<file path="src/rtl/seg_scan_ctrl.sv">
// ---------------------------------------------------------------------------
// seg_scan_ctrl
//
// Drives a 4-digit common-anode 7-segment display by time multiplexing. It
// sits upstream of the hex-to-segment decoder. Each digit is lit for
// REFRESH_DIV cycles and is followed by BLANK_CYCLES cycles with all anodes
// off, which prevents ghosting. A new value is loaded into a pending register
// at any time. It moves to the displayed register only at the frame boundary,
// so a frame never mixes old and new digits.
//
// Parameters
//   REFRESH_DIV  : cycles each digit is lit (>= 2)
//   BLANK_CYCLES : dead cycles between digits (>= 1)
// Ports
//   clk_in     : system clock, rising edge
//   rst        : asynchronous reset, active-low
//   load       : one-cycle strobe, captures data_in/dp_in as pending value
//   data_in    : 16-bit display value, nibble k -> digit k
//   dp_in      : decimal point request per digit, active-high
//   lz_en      : leading-zero suppression enable
//   hex_out    : nibble of the current digit, to the decoder
//   an_out     : digit anodes, active-low, at most one low
//   dp_out     : decimal point segment, active-low
//   frame_done : one-cycle pulse in the commit cycle
// ---------------------------------------------------------------------------
module seg_scan_ctrl #(
  parameter int REFRESH_DIV  = 100000,
  parameter int BLANK_CYCLES = 4
) (
  input  logic        clk_in,
  input  logic        rst,
  input  logic        load,
  input  logic [15:0] data_in,
  input  logic [3:0]  dp_in,
  input  logic        lz_en,
  output logic [3:0]  hex_out,
  output logic [3:0]  an_out,
  output logic        dp_out,
  output logic        frame_done
);

  localparam int CNT_MAX = (REFRESH_DIV > BLANK_CYCLES) ? REFRESH_DIV : BLANK_CYCLES;
  localparam int CNT_W   = (CNT_MAX > 1) ? $clog2(CNT_MAX) : 1;
  localparam logic [CNT_W-1:0] SCAN_LAST = CNT_W'(REFRESH_DIV - 1);
  localparam logic [CNT_W-1:0] GAP_LAST  = CNT_W'(BLANK_CYCLES - 1);

  typedef enum logic {
    GAP  = 1'b0,
    SCAN = 1'b1
  } state_t;

  state_t           r_state;
  logic [CNT_W-1:0] r_cnt;
  logic [1:0]       r_idx;
  logic [15:0]      r_pend_data;
  logic [3:0]       r_pend_dp;
  logic [15:0]      r_disp_data;
  logic [3:0]       r_disp_dp;
  logic [3:0]       r_an;
  logic [3:0]       r_hex;
  logic             r_dp;
  logic             r_frame_done;

  state_t           w_state_next;
  logic [CNT_W-1:0] w_cnt_next;
  logic [1:0]       w_idx_next;
  logic             w_commit;
  logic [15:0]      w_pend_data_next;
  logic [3:0]       w_pend_dp_next;
  logic [15:0]      w_disp_data_next;
  logic [3:0]       w_disp_dp_next;
  logic [3:0]       w_disp_nib [4];
  logic [3:0]       w_nib_zero;
  logic [3:0]       w_zero_from;
  logic             w_enter_scan;
  logic             w_suppress;
  logic [3:0]       w_an_next;
  logic [3:0]       w_hex_next;
  logic             w_dp_next;
  logic             w_frame_done_next;

  // Next-state logic for the scan FSM.
  always_comb begin
    w_state_next = r_state;
    w_cnt_next   = r_cnt;
    w_idx_next   = r_idx;
    w_commit     = 1'b0;
    case (r_state)
      GAP: begin
        if (r_cnt == GAP_LAST) begin
          w_state_next = SCAN;
          w_cnt_next   = '0;
          w_idx_next   = r_idx + 2'd1;
          // The last blank after digit 3 is the frame boundary.
          w_commit     = (r_idx == 2'd3);
        end else begin
          w_cnt_next = r_cnt + 1'b1;
        end
      end
      SCAN: begin
        if (r_cnt == SCAN_LAST) begin
          w_state_next = GAP;
          w_cnt_next   = '0;
        end else begin
          w_cnt_next = r_cnt + 1'b1;
        end
      end
      default: begin
        w_state_next = GAP;
        w_cnt_next   = '0;
      end
    endcase
  end

  // The pending path already holds this cycle's load. Committing it
  // therefore bypasses a load that arrives in the commit cycle.
  assign w_pend_data_next = load ? data_in : r_pend_data;
  assign w_pend_dp_next   = load ? dp_in   : r_pend_dp;
  assign w_disp_data_next = w_commit ? w_pend_data_next : r_disp_data;
  assign w_disp_dp_next   = w_commit ? w_pend_dp_next   : r_disp_dp;

  // Digit k is blank-eligible when nibbles k..3 of the value being
  // displayed are all zero.
  generate
    for (genvar gi = 0; gi < 4; gi++) begin : g_nib
      assign w_disp_nib[gi]  = w_disp_data_next[gi*4 +: 4];
      assign w_nib_zero[gi]  = (w_disp_nib[gi] == 4'h0);
      assign w_zero_from[gi] = &w_nib_zero[3:gi];
    end
  endgenerate

  assign w_enter_scan = (r_state == GAP) && (w_state_next == SCAN);
  assign w_suppress   = lz_en && (w_idx_next != 2'd0) && w_zero_from[w_idx_next];

  // Registered outputs are computed from next-state values. They therefore
  // line up with the state they describe.
  always_comb begin
    w_an_next  = r_an;
    w_hex_next = r_hex;
    w_dp_next  = r_dp;
    if (w_enter_scan) begin
      w_an_next  = w_suppress ? 4'hF : ~(4'b0001 << w_idx_next);
      w_hex_next = w_disp_nib[w_idx_next];
      w_dp_next  = ~w_disp_dp_next[w_idx_next];
    end else if (w_state_next == GAP) begin
      w_an_next = 4'hF;
    end
    // Assert in the last blank cycle of digit 3. The next edge commits.
    w_frame_done_next = (w_state_next == GAP) && (w_cnt_next == GAP_LAST) &&
                        (w_idx_next == 2'd3);
  end

  always_ff @(posedge clk_in or negedge rst) begin
    if (!rst) begin
      r_state      <= GAP;
      r_cnt        <= '0;
      r_idx        <= 2'd3;
      r_pend_data  <= '0;
      r_pend_dp    <= '0;
      r_disp_data  <= '0;
      r_disp_dp    <= '0;
      r_an         <= 4'hF;
      r_hex        <= 4'h0;
      r_dp         <= 1'b1;
      r_frame_done <= 1'b0;
    end else begin
      r_state      <= w_state_next;
      r_cnt        <= w_cnt_next;
      r_idx        <= w_idx_next;
      r_pend_data  <= w_pend_data_next;
      r_pend_dp    <= w_pend_dp_next;
      r_disp_data  <= w_disp_data_next;
      r_disp_dp    <= w_disp_dp_next;
      r_an         <= w_an_next;
      r_hex        <= w_hex_next;
      r_dp         <= w_dp_next;
      r_frame_done <= w_frame_done_next;
    end
  end

  assign an_out     = r_an;
  assign hex_out    = r_hex;
  assign dp_out     = r_dp;
  assign frame_done = r_frame_done;

endmodule

</file>
<file path="config.mk">
export PLATFORM = sky130hd
export DESIGN_NAME = seg_scan_ctrl
export DESIGN_NICKNAME = d
export VERILOG_FILES = /design/src/rtl/seg_scan_ctrl.sv
export SDC_FILE = /design/constraint.sdc
export NUM_CORES = 1
export LEC_CHECK = 0
export BUFFER_PORTS_ARGS = -buffer_cell sky130_fd_sc_hd__buf_2
export CAP_MARGIN = 30
export CORE_ASPECT_RATIO = 0.9
export CORE_MARGIN = 3
export CORE_UTILIZATION = 63
export CTS_CLUSTER_DIAMETER = 100
export DETAILED_ROUTE_END_ITERATION = 12
export PLACE_DENSITY = 0.87
export RECOVER_POWER = 25
export SLEW_MARGIN = 20
export SYNTH_ARGS = -nofsm -noshare
export SYNTH_HDL_FRONTEND = slang
export SYNTH_SLANG_ARGS = --single-unit
</file>
<file path="constraint.sdc">
create_clock -name clk_in -period 4.4 [get_ports clk_in]
set_input_delay 0 -clock clk_in [delete_from_list [all_inputs] [get_ports clk_in]]
set_output_delay 0 -clock clk_in [all_outputs]
set_load 0.05 [all_outputs]
</file>
==> results of run 1 <==
## worst max-delay path: stages, from the launching register on
cell	delay, ns
sky130_fd_sc_hd__dfrtp_1	0.39
sky130_fd_sc_hd__ha_1	0.28
sky130_fd_sc_hd__nor3b_1	0.34
sky130_fd_sc_hd__nand4_2	0.26
sky130_fd_sc_hd__nor2_4	0.50
sky130_fd_sc_hd__mux2_2	0.40
sky130_fd_sc_hd__mux2_2	0.27
sky130_fd_sc_hd__o21ai_1	0.15
## metrics by stage
stage	power (mW)	area (sq um)	util, %
2_1_floorplan	0.706	3400	-
3_3_place_gp	0.735	3570	71.3
3_5_place_dp	0.738	3570	71.3
4_1_cts	1.27	4000	79.7
5_1_grt	1.31	3990	79.5
6_report	1.26	3990	79.5
## repair_timing
| action | CTS | global route |
|---|---|---|
| resized for setup | 0 | 0 |
| setup endpoints to repair | 0 | 0 |
| setup buffers | 0 | 0 |
| hold buffers | 22 | 0 |
| endpoints found under the hold margin | 84 | 0 |
## layout by cell type, fill, tap and decap left out, drive strengths merged, types with 2 or more instances in the layout
master | synthesis | routed
nor4 | 8 | 8
mux2i | 10 | 10
and3 | 2 | 2
nor2 | 28 | 28
nand2 | 16 | 16
a21oi | 8 | 8
dfrtp | 63 | 63
and2 | 7 | 7
o21ai | 11 | 11
a211oi | 8 | 8
or4 | 3 | 3
clkinvlp | 0 | 2
and4 | 3 | 3
buf | 10 | 29
nand4 | 3 | 3
o31ai | 2 | 2
clkbuf | 2 | 16
or3 | 2 | 2
nand4b | 2 | 2
mux2 | 35 | 35
nand3 | 14 | 14
ha | 2 | 2
dfstp | 7 | 7
xnor2 | 11 | 11
or2 | 2 | 2
clkinv | 0 | 2
xor2 | 7 | 7
inv | 7 | 7
dlygate4sd3 | 0 | 22
nor3 | 9 | 9
## worst max path at each step
stage               startpoint         end  slack [ns]
global route          r_cnt[0]      dp_out        1.53
global placement      r_cnt[0]  hex_out[1]        1.91
detailed placement    r_cnt[0]      dp_out        1.79
finish                r_cnt[0]      dp_out        1.72
CTS                   r_cnt[0]      dp_out        1.76
floorplan             r_cnt[0]  hex_out[1]        2.10
## metal layers
metal / up-vias / wire length, microns / global-route usage, % / share of wire [%]
met5: - / 0 / 0 / 0
met4: 0 / 139 / 6.61 / 1.8
met3: 12 / 531 / 7.03 / 6.9
met2: 96 / 3790 / 47.1 / 49
met1: 1253 / 3280 / 34.6 / 42
li1: 1160 / - / - / -
## state kept, by name, summed over array words and instances (netlist names)
| register | flops |
|---|---|
| r_pend_dp | 4 |
| r_pend_data | 16 |
| r_state | 1 |
| hex_out | 4 |
| r_disp_dp | 4 |
| frame_done | 1 |
| r_disp_data | 16 |
| r_idx | 2 |
| r_cnt | 17 |
| dp_out | 1 |
| an_out | 4 |
## cell families (layout without fill, tap and decap cells)
logic type / count (synthesis) / count (layout) / share of synthesized area (%)
and+or+nand+nor: 105 / 105 / 18.0
DFF: 70 / 70 / 51.7
muxes: 45 / 45 / 14.9
AOI/OAI and AO/OA: 35 / 35 / 6.84
buffers and inverters: 19 / 79 / 3.23
xor gates and xnor gates: 18 / 18 / 4.63
adders and majority gates: 2 / 2 / 0.735
## final cells by class
type | count | share of cell area (%)
Clock buffer | 11 | 3.54
Clock inverter | 5 | 1.47
Inverter | 7 | 0.659
Multi-Input combinational cell | 205 | 38.5
Sequential cell | 70 | 44.1
Tap cell | 65 | 2.04
Timing Repair Buffer | 56 | 9.69
## power by group
part / total (mW) / internal [mW] / leakage (nW) / switching (mW)
Sequential: 0.667 / 0.662 / 0.861 / 0.00483
Combinational: 0.0714 / 0.0349 / 0.774 / 0.0366
Clock: 0.527 / 0.277 / 0.0955 / 0.249
==> metrics.yaml, run 1 <==
critical_path:
  cp_max_fo: 16
  timing.rr.end: "dp_out"
  setup.worst_path.class: "register to register"
  required_ns: 4.66
  worst_r2r_path_depth: 7
  worst_ep_arrival_time_ns: 2.95
  cp-start-kind: "register"
  end_kind: "register"
  reg2reg_setup_slack_ns: 1.72
  worstReg2RegStart: "r_cnt[0]"
clock_network:
  clkSlewWorstSetupHoldPaths_ns: 0.08
  numClockSinks: 70
  clock_tree.htree_level_count: 3
  worst_case_clock_buffer_depth: 2
  clockRootBuffer: "sky130_fd_sc_hd__clkbuf_8"
  insertion_delay_ns: 0.35
  cts_tree: "yes"
  numCtsBuffers: 9
synth:
  ys_seq_elements: 70
  synth_sequential_area_ratio_pct: 51.7
  ys_top_cells_by_area: "sky130_fd_sc_hd__dfrtp_1 46%, sky130_fd_sc_hd__mux2_2 10%, sky130_fd_sc_hd__dfstp_2 5.4%"
  ys_dominant_reg_cell: "sky130_fd_sc_hd__dfrtp_1"
  mappedNetlistNets: 320
  synth_most_common_cell: "sky130_fd_sc_hd__dfrtp_1"
  async_reset_ff_share_pct: 100
  syn_inst: 294
  synth_warnings: 0
  synthDominantCellAreaShare_pct: 46.3
  synthDominantAreaCellType: "sky130_fd_sc_hd__dfrtp_1"
  synth_commonest_cells: "63 x sky130_fd_sc_hd__dfrtp_1, 31 x sky130_fd_sc_hd__mux2_2, 27 x sky130_fd_sc_hd__nor2_1"
  synthesis.area_sq_um: 3400
  avgSynthCellArea_sq_um: 11.6
  synth_cell_types: 53
  synth_enable_flop_cells: 0
sta:
  worst_pin_slew_ns: 0.847
  layout_setup_ws_ns: 1.72
  fin_tns_setup_ns: 0
  finalWorstPathRequiredPeriod_ns: 2.68
  max_clock_freq_mhz: 372
  timing.hold.ws_ns: 0.238
  clock-skew-final_ns: 0.0112
  slew_violations: 0
  worst_slew_margin_rel_pct: 43.5
  finalCritPeriodShare_pct: 61.0
  setup_repair_after_global_routing_missed_its_margin: "false"
  report.final.hold_viol_count: 0
  setup_viol_count_final: 0
place:
  place_ws_ns: 1.79
  numPortBuffers: 33
  gpl.final_weighted_congestion: 0.852
  detailedPlacementHpwl_microns: 5150
  post-place-cells: 381
min_path:
  whs_endpoint: "r_pend_data[2]"
  instance_count_along_the_most_critical_hold_path: 2
  timing.hold.worst.class: "input port to register"
  hold_startpoint: "load"
finish:
  filler_cell_count: 288
  final_cell_count_no_fill: 419
  syn_to_final_growth_pct: 17.2
  post_route_cells_drive_above_1_share_pct: 24.3
  num-nets-final: 375
  insertedDiodeCount: 0
  multi_input_comb_area_sq_um: 1530
  register_area_sq_um: 1760
floorplan:
  floorplan.rows: 24
  chipWidth_microns: 83.5
  initial_core_util_pct: 67.9
  die_area_sq_um: 6320
  placeableCoreArea_sq_um: 5010
  die_y_microns: 75.7
  io-pin-count: 34
power_and_ir_drop:
  leakagePower_nw: 1.73
  ir_worst_vdd_mv: 0.323
  power_per_cell_area_nw_per_um2: 317
drt:
  route.antenna.remaining_nets: 0
  detail_route.drc_violations: 0
  route.detailed.wl_per_inst_microns: 18.5
  route.detailed.vias_per_inst: 6.02
  drt_first_pass_iters: 4
  finalWirelength_microns: 7740
  initialDrtViolationCount: 268
  routed-via-count: 2521
global_routing:
  antenna_violations_before_repair: 0
  grt_pass1_wl_microns: 12900
  overflow: 0
  first_global_vias: 2518
  grt_start_max_net_pins: 71
  gr-usage-all-layers_pct: 27.0
outcome:
  run_status: "completed"
flow_run:
  cap_violations: 0
(Power assumes the default switching activity.)
==> run 2, diff against run 1 <==
--- a/config.mk
+++ b/config.mk
@@ -5,14 +5,15 @@
 export SDC_FILE = /design/constraint.sdc
 export NUM_CORES = 1
 export LEC_CHECK = 0
+export ABC_AREA = 1
 export BUFFER_PORTS_ARGS = -buffer_cell sky130_fd_sc_hd__buf_2
 export CAP_MARGIN = 30
 export CORE_ASPECT_RATIO = 0.9
 export CORE_MARGIN = 3
-export CORE_UTILIZATION = 63
+export CORE_UTILIZATION = 53
 export CTS_CLUSTER_DIAMETER = 100
 export DETAILED_ROUTE_END_ITERATION = 12
-export PLACE_DENSITY = 0.87
+export PLACE_DENSITY = 0.79
 export RECOVER_POWER = 25
 export SLEW_MARGIN = 20
 export SYNTH_ARGS = -nofsm -noshare
==> constraint.sdc (replaced) <==
create_clock -name clk_in -period 2.3 [get_ports clk_in]
set_input_delay 0 -clock clk_in [delete_from_list [all_inputs] [get_ports clk_in]]
set_output_delay 0 -clock clk_in [all_outputs]
set_load 0.05 [all_outputs]
==> run 2 against run 1 <==
  * The run now ends with capacitance limit, slew limit left
  * Flip-flop and latch count stayed put
  * Highest routed layer unchanged
  * Critical endpoint is now an_out[1]
  * Power is 83% higher
  * Clock-buffer cell count down 1
  * Sequential power increased by 90%
==> metrics.yaml, run 2 <==
outcome:
  run_status: "finished, violations left"
  violations: "capacitance limit, slew limit"
sta:
  finalCritPeriodShare_pct: 93.3
  worst_pin_slew_ns: 1.64
  finalWorstPathRequiredPeriod_ns: 2.14
  worst_slew_margin_rel_pct: -9.07
  max_clock_freq_mhz: 466
  setup_viol_count_final: 0
  layout_setup_ws_ns: 0.155
  timing.hold.ws_ns: 0.0208
  clock-skew-final_ns: 0.00667
  fin_tns_setup_ns: 0
  report.final.hold_viol_count: 0
  slew_violations: 71
global_routing:
  gr-usage-all-layers_pct: 20.4
  globalRouteMet1Util_pct: 27.2
  met2_usage_pct: 32.0
  grt_pass1_wl_microns: 12400
  overflow: 0
  grt.met3_usage_pct: 6.25
  gr-max-usage-layer: "met2"
  first_global_vias: 2709
  antenna_violations_before_repair: 0
  grt_start_max_net_pins: 71
min_path:
  whs_endpoint: "r_pend_data[11]"
  hold_startpoint: "data_in[11]"
  timing.hold.worst.class: "input port to register"
  instance_count_along_the_most_critical_hold_path: 5
drt:
  initialDrtViolationCount: 137
  finalWirelength_microns: 7380
  routed-via-count: 2859
  detail_route.drc_violations: 0
  route.antenna.remaining_nets: 0
  route.detailed.wl_per_inst_microns: 13.0
  route.detailed.vias_per_inst: 5.02
  drt_first_pass_iters: 5
power_and_ir_drop:
  ir_worst_vdd_mv: 0.370
  internal_power_mw: 1.75
  power_per_cell_area_nw_per_um2: 554
  clock_network_fraction_of_total_power_pct: 39.4
  leakagePower_nw: 2.22
  power.total_mw: 2.31
  seqPwrFrac_pct: 55.1
  comb_pwr_share_pct: 5.5
  power.net_switching_uw: 562
  p_sw_share_pct: 24.3
synth:
  ys_dominant_reg_cell: "sky130_fd_sc_hd__dfrtp_1"
  synth_most_common_cell: "sky130_fd_sc_hd__nand2_1"
  async_reset_ff_share_pct: 100
  ys_top_cells_by_area: "sky130_fd_sc_hd__dfrtp_1 45%, sky130_fd_sc_hd__nand2_1 10%, sky130_fd_sc_hd__inv_1 8.4%"
  synth_warnings: 0
  syn_inst: 414
  synth_sequential_area_ratio_pct: 50.6
  synthDominantCellAreaShare_pct: 45.3
  synthesis.area_sq_um: 3480
  mappedNetlistNets: 440
  ys_seq_elements: 70
  synth_enable_flop_cells: 0
  synth_cell_types: 34
  synthDominantAreaCellType: "sky130_fd_sc_hd__dfrtp_1"
  synth_commonest_cells: "97 x sky130_fd_sc_hd__nand2_1, 78 x sky130_fd_sc_hd__inv_1, 63 x sky130_fd_sc_hd__dfrtp_1"
  avgSynthCellArea_sq_um: 8.40
critical_path:
  slowest_delay_ns: 0.38
  setup.worst_path.class: "register to register"
  path_cells: "ha_2 -> inv_1 -> nor2_1 -> nand2_2 -> nor2_8 -> nand3_4 -> nor2_8 -> nand2_1 -> o21ai_0 -> nand3_1 -> nor2_1 -> nand3_2 -> a21oi_1"
  reg2reg_setup_slack_ns: 0.16
  worst_r2r_path_depth: 13
  critPathSlowestCell: "sky130_fd_sc_hd__dfrtp_1"
  cp-start-kind: "register"
  required_ns: 2.59
  timing.rr.end: "an_out[1]"
  worstReg2RegStart: "r_cnt[0]"
  cp_max_fo: 7
  end_kind: "register"
  worst_ep_arrival_time_ns: 2.43
place:
  post-place-cells: 529
  numPortBuffers: 33
  placedInstanceArea_sq_um: 3730
  gpl.final_weighted_congestion: 0.955
  place_ws_ns: 0.0349
  detailedPlacementHpwl_microns: 5090
clock_network:
  insertion_delay_ns: 0.35
  cts_tree: "yes"
  numClockSinks: 70
  clockRootBuffer: "sky130_fd_sc_hd__clkbuf_8"
  numCtsBuffers: 9
  clock_tree.htree_level_count: 3
  worst_case_clock_buffer_depth: 2
  clkSlewWorstSetupHoldPaths_ns: 0.08
finish:
  final_cell_count_no_fill: 569
  multi_input_comb_area_sq_um: 1430
  largestRegisters: "r_cnt (17), r_disp_data (16), r_pend_data (16)"
  num-nets-final: 503
  layout.core_utilization_pct: 66.7
  post_route_cells_drive_above_1_share_pct: 21.2
  filler_cell_count: 481
  final_common_cell: "sky130_fd_sc_hd__nand2_1"
  register_area_sq_um: 1760
  largest_register_ff_count: 17
  insertedDiodeCount: 0
  final_area_sq_um: 4170
  largest_register: "r_cnt"
  most-common-layout-cells: "94 x sky130_fd_sc_hd__nand2_1, 77 x sky130_fd_sc_hd__inv_1, 63 x sky130_fd_sc_hd__dfrtp_1"
  syn_to_final_growth_pct: 19.8
floorplan:
  io-pin-count: 34
  die_area_sq_um: 7570
  floorplan.rows: 27
  chipWidth_microns: 91.4
  placeableCoreArea_sq_um: 6250
  initial_core_util_pct: 55.7
  die_y_microns: 82.9
flow_run:
  cap_violations: 1
-- run 2: layout make-up --
cell class | count | share of cell area [%]
inverters | 81 | 7.30
flip-flops and latches | 70 | 42.2
repair buffers | 56 | 9.13
clock buffers | 10 | 3.30
well taps | 87 | 2.61
clock inverters | 6 | 1.11
multi-input cells | 259 | 34.3
-- run 2: how the worst max path moves through the flow --
stage | start | to | slack, ns | cells after the start
global placement | r_cnt[0] | an_out[3] | 0.13 | 13
detailed placement | r_cnt[0] | an_out[3] | 0.03 | 13
finish | r_cnt[0] | an_out[1] | 0.16 | 13
floorplan | r_cnt[0] | an_out[1] | 0.43 | 14
CTS | r_cnt[0] | an_out[3] | 0.007 | 13
global route | r_cnt[0] | an_out[1] | -0.04 | 13
-- run 2: kinds of logic after synthesis --
family	after synthesis	synth area share, %
AND/OR/NAND/NOR	197	26.8
buffers and inverters	87	10.0
flip-flops	70	50.6
AO/OA/AOI/OAI	39	6.33
multiplexers	13	3.99
XOR/XNOR	6	1.51
adder cells (fa/ha/maj)	2	0.719
-- run 2: what timing repair did --
item                       in CTS  in global routing
hold endpoints to repair       87                  0
gates resized for setup         0                 11
hold buffers                   18                  0
setup buffers                   0                  4
setup endpoints to repair       0                  9
-- run 2: power groups by stage --
| stage | clock, mW | sequential [mW] | combinational (mW) |
|---|---|---|---|
| 5_1_grt | 0.979 | 1.28 | 0.144 |
| 6_report | 0.911 | 1.27 | 0.127 |
| 4_1_cts | 0.936 | 1.27 | 0.132 |
| 2_1_floorplan | 0 | 1.29 | 0.0510 |
| 3_3_place_gp | 0 | 1.29 | 0.106 |
| 3_5_place_dp | 0 | 1.30 | 0.109 |
-- run 2: per-layer routing --
layer | vias to the layer above | part of all wire (%)
met5 | - | 0
met4 | 0 | 1.2
met3 | 8 | 6.4
met2 | 96 | 48
met1 | 1336 | 44
li1 | 1419 | -
-- run 2: critical path: cells and delay by family (launching register included) --
family                     cells  cell delay (ns)
buffers and inverters          1             0.05
DFF                            1             0.38
and+or+nand+nor                9             1.16
AOI/OAI and AO/OA              2             0.28
adders and majority gates      1             0.20
